File: src/rtl/ex_mem_skid_stage.sv
// EX->MEM pipeline stage with valid/ready handshake, 2-entry skid buffer,
// flush, bubble write-enable gating and a saturating back-pressure counter.
//
// state    | meaning
// ---------+-------------------------------------------------
// ST_EMPTY | no entry held; outputs invalid, in_ready=1
// ST_ONE   | main entry valid, skid empty; in_ready=1
// ST_FULL  | main and skid valid; in_ready=0
module ex_mem_skid_stage #(
  parameter int DATA_W = 32,
  parameter int OPC_W  = 6,
  parameter int RD_W   = 5,
  parameter int CNT_W  = 16
) (
  input  logic              clock,
  input  logic              reset,
  input  logic              flush,
  input  logic              in_valid,
  output logic              in_ready,
  input  logic [DATA_W-1:0] reg_rs1_in,
  input  logic [DATA_W-1:0] alu_out_in,
  input  logic [DATA_W-1:0] immediate_value_in,
  input  logic [OPC_W-1:0]  opcode_in,
  input  logic [RD_W-1:0]   rd_in,
  input  logic              register_we_in,
  input  logic              data_we_in,
  output logic              out_valid,
  input  logic              out_ready,
  output logic [DATA_W-1:0] reg_rs1_out,
  output logic [DATA_W-1:0] alu_out_out,
  output logic [DATA_W-1:0] immediate_value_out,
  output logic [OPC_W-1:0]  opcode_out,
  output logic [RD_W-1:0]   rd_out,
  output logic              register_we_out,
  output logic              data_we_out,
  output logic [CNT_W-1:0]  stall_count
);

  localparam int PAY_W = 3 * DATA_W + OPC_W + RD_W + 2;

  typedef enum logic [1:0] {
    ST_EMPTY = 2'd0,
    ST_ONE   = 2'd1,
    ST_FULL  = 2'd2
  } state_t;

  state_t           state_q, state_d;
  logic [PAY_W-1:0] main_q, skid_q, pay_in;
  logic [CNT_W-1:0] cnt_q;
  logic             load_main_in, load_main_skid, load_skid;
  logic             accept, emit, stall;
  logic             main_rwe, main_dwe;

  assign pay_in = {reg_rs1_in, alu_out_in, immediate_value_in, opcode_in, rd_in,
                   register_we_in, data_we_in};

  // Both handshake outputs decode flop state only; no path from out_ready.
  assign out_valid = (state_q != ST_EMPTY);
  assign in_ready  = (state_q != ST_FULL);
  assign accept    = in_valid & in_ready;
  assign emit      = out_valid & out_ready;
  assign stall     = out_valid & ~out_ready;

  always_comb begin
    state_d        = state_q;
    load_main_in   = 1'b0;
    load_main_skid = 1'b0;
    load_skid      = 1'b0;
    if (flush) begin
      state_d = ST_EMPTY;
    end else begin
      case (state_q)
        ST_EMPTY: begin
          if (accept) begin
            load_main_in = 1'b1;
            state_d      = ST_ONE;
          end
        end
        ST_ONE: begin
          if (accept && emit) begin
            load_main_in = 1'b1;
          end else if (accept) begin
            load_skid = 1'b1;
            state_d   = ST_FULL;
          end else if (emit) begin
            state_d = ST_EMPTY;
          end
        end
        ST_FULL: begin
          if (emit) begin
            load_main_skid = 1'b1;
            state_d        = ST_ONE;
          end
        end
        default: state_d = ST_EMPTY;
      endcase
    end
  end

  always_ff @(posedge clock) begin
    if (reset) begin
      state_q <= ST_EMPTY;
      main_q  <= '0;
      skid_q  <= '0;
      cnt_q   <= '0;
    end else begin
      state_q <= state_d;
      if (load_main_in) begin
        main_q <= pay_in;
      end else if (load_main_skid) begin
        main_q <= skid_q;
      end
      if (load_skid) begin
        skid_q <= pay_in;
      end
      // Flush deliberately does not touch the debug counter.
      if (stall && (cnt_q != {CNT_W{1'b1}})) begin
        cnt_q <= cnt_q + {{(CNT_W-1){1'b0}}, 1'b1};
      end
    end
  end

  assign {reg_rs1_out, alu_out_out, immediate_value_out, opcode_out, rd_out,
          main_rwe, main_dwe} = main_q;

  assign register_we_out = main_rwe & out_valid;
  assign data_we_out     = main_dwe & out_valid;
  assign stall_count     = cnt_q;

endmodule

File: config.mk
export PLATFORM = sky130hd
export DESIGN_NAME = ex_mem_skid_stage
export DESIGN_NICKNAME = d
export VERILOG_FILES = /design/src/rtl/ex_mem_skid_stage.sv
export SDC_FILE = /design/constraint.sdc
export NUM_CORES = 1
export LEC_CHECK = 0
export ABC_AREA = 0
export CORE_MARGIN = 2
export CORE_UTILIZATION = 52
export CTS_CLUSTER_DIAMETER = 100
export DETAILED_ROUTE_END_ITERATION = 10
export GPL_TIMING_DRIVEN = 0
export PLACE_DENSITY = 0.82
export SYNTH_ARGS = -nofsm -noshare
export SYNTH_HDL_FRONTEND = slang
export SYNTH_SLANG_ARGS = --single-unit
File: constraint.sdc
create_clock -name clock -period 3.4 [get_ports clock]
set_clock_uncertainty 0.2 [all_clocks]
set_input_delay 0.85 -clock clock [delete_from_list [all_inputs] [get_ports clock]]
set_output_delay 0.85 -clock clock [all_outputs]
set_load 0.01 [all_outputs]
==> results.md <==
* Outcome: finished clean
* Finished Core Util at 73.0%
* CTS resizes at 0
* Compound-cell area share of the yosys netlist at 22.0%
* Peak supply drop at 0.434 mV
* R2r endpoint: main_q[59]
* Crit path kind: reg2out
* Dpl hpwl at 18.9 mm
* Crit path required time at 2.35 ns
* Grt total ovfl at 0
* Synth top area share at 48.7%
* FP Rows at 49
* Routed vias at 9162
* Max Fclk at 335 MHz
* Worst-path clk slew at 0.06 ns
* Port buffer count at 240
* GRT Util Overall at 26.2%
* Initial Utilization at 53.5%
* Hold path endpoint: main_q[24]
* Setup crit start: state_q[1]
* Endpoint class of the critical path: output pin
* Vias in the first global route at 8578
* Clk root buf: clkbuf_16
* Hold Path Class: reg2reg
* Routability cong. at 0.857
* Die width at 141 microns
* CTS hold repair buffers at 0
* Final Hold Viols at 0
* Drt initial violations at 613
* Via density at 5.42
* Final Cycle Share at 87.7%
* Post-synth EDFFs at 0
* Cell taking the most area after synthesis: dfxtp_1
* Worst skew pair latency at 0.51 ns
* Synth Area in Simple Gates at 16.5%
* Largest family of logic cells by synthesized area: compound AO/OA/AOI/OAI gates
* CTS tree: built
* R2r setup slk at 1.17 ns
* Main synth FF type: dfxtp_1
* Most instantiated library cell after synthesis: nand2_1
* Multiplexer share of the synthesized area at 0.322%
* Post-Syn Instances at 1177
* Initial antenna violation count at 0
* Reg2Reg Depth at 5
* Die Y at 141 microns
* Final setup vio count at 0
* # IOs at 241
* Post-CTS Setup Inserts at 0
* Num CTS Buffers at 24
* Seq cells post-synth at 236
* Drt total wl at 27.1 mm
* P per Cell Area at 479 nW/um^2
* Synth async-reset ratio at 0%
* Max_cap viols at 0
* Netlist cell types at 38
* Synth Area in Adders at 0.129%
* First-pass GRT wire length at 42.8 mm
* Minimum clock period at 2.98 ns
* Leak at 4.81 nW
* Main area contributors after synthesis: dfxtp_1 (49%), nand2_1 (13%), a21oi_1 (12%)
* Share of cells above drive strength 1 at 13.2%
* Synthesized Nets at 1292
* TritonRoute pass-1 iters at 6
* Nets at 1558
* Arrival time at the worst endpoint at 1.93 ns
* Netlist Area Pre-Place at 9710 sq um
* WL/cell at 16.0 microns
* Clk buf depth at 3
* Die ar. at 19800 sq um
* N_diodes at 0
* PnR Total Power at 6.34 mW
* WHS at 0.255 ns
* Final count of pins violating max slew at 0
* Worst Min Path Start: main_q[24]
* Slew HR at 51.1%
* Max FO, Critical Path at 9
* Synth-to-Final Area Change at 36.3%
* YS warnings at 0
* Core ar. at 18100 sq um
* Worst hold path depth at 2
* XOR/XNOR share of the synthesized area at 0.0902%
* Worst R2R Start: state_q[0]
* Routed Antenna Nets at 0
* Syn avg cell area at 8.25 sq um
* Seq/Total Area, Yosys at 48.7%
* Synth top cells by count: nand2_1 (335), dfxtp_1 (236), a21oi_1 (232), buf_4 (114), a22oi_1 (109)
* Startpoint type of the worst setup path: register
* H-tree depth at 1
* TritonCTS Sinks at 236
* RSZ-0062 raised after global routing: false
* Largest net degree at the start of global routing at 15
* Worst Max-Slew Pin Slew at 0.733 ns
* DRC viols at 0
[worst max path at each step]
stage / slack, ns / depth (start not counted) / to
final: 0.42 / 3 / register_we_out
after global routing: 0.32 / 5 / skid_q[91]
after CTS: 0.41 / 3 / data_we_out
after detailed placement: -0.01 / 5 / skid_q[52]
after global placement: -0.006 / 5 / skid_q[85]
after floorplan: 1.25 / 4 / stall_count[10]
[routing by layer]
| layer | global-route usage (%) | share of wire (%) | wire length, microns |
|---|---|---|---|
| met5 | 0 | 0 | 0 |
| met3 | 5.20 | 7.5 | 2040 |
| met4 | 8.95 | 3.4 | 922 |
| met1 | 34.2 | 41 | 11200 |
| met2 | 43.6 | 48 | 13000 |
[report_power, final]
part / internal [mW] / switching, mW / total [mW]
logic: 0.362 / 0.300 / 0.662
registers: 2.84 / 0.0416 / 2.88
clock network: 1.71 / 1.08 / 2.79
[worst max-delay path, stage by stage, from the launching register on]
cell and delay [ns]:
dfxtp_1 0.40, or2_2 0.39, and2_1 0.17, clkdlybuf4s50_1 0.47
[metrics by stage]
step	instances	setup TNS, ns	setup WS (ns)	area [sq um]
floorplan	1177	0	1.25	9710
global placement	1646	-0.0257	-0.00612	12400
detailed placement	1646	-0.0595	-0.0131	12400
CTS	1689	0	0.405	13200
global route	1689	0	0.315	13200
finish	1689	0	0.418	13200
[state kept, by name (all words and copies together) (netlist names)]
name / count
main_q: 109
skid_q: 109
stall_count: 16
state_q: 2
[kinds of logic after synthesis]
group	Yosys count
multiplexers	3
AO/OA/AOI/OAI	359
XOR/XNOR	1
flip-flops	236
buffers and inverters	193
adder cells (fa/ha/maj)	1
AND/OR/NAND/NOR	384
[cells in the final DEF, fill, tap and decap left out, types with 2 or more instances in the layout]
master	n
and2_1	2
nand3_1	6
a21oi_1	232
a22oi_1	109
clkbuf_1	54
buf_4	114
nand4_2	3
or4_1	5
clkbuf_16	25
mux2i_1	2
nor3_1	3
nor2_1	4
o21ai_0	7
and3_1	4
buf_2	28
clkbuf_8	3
o31ai_1	6
nor2b_1	3
bufinv_16	4
dfxtp_1	236
or3_1	8
nand2b_1	3
clkdlybuf4s50_1	240
nand2_1	335
clkinv_2	5
[final cells by class]
type | instances | area, sq um
fillers | 1398 | 4910
flip-flops and latches | 236 | 4720
multi-input cells | 748 | 3790
repair buffers | 240 | 2400
plain buffers | 192 | 1190
clock buffers | 33 | 686
well taps | 229 | 287
clock inverters | 10 | 154
inverters | 1 | 3.75
(Power assumes the default switching activity.)
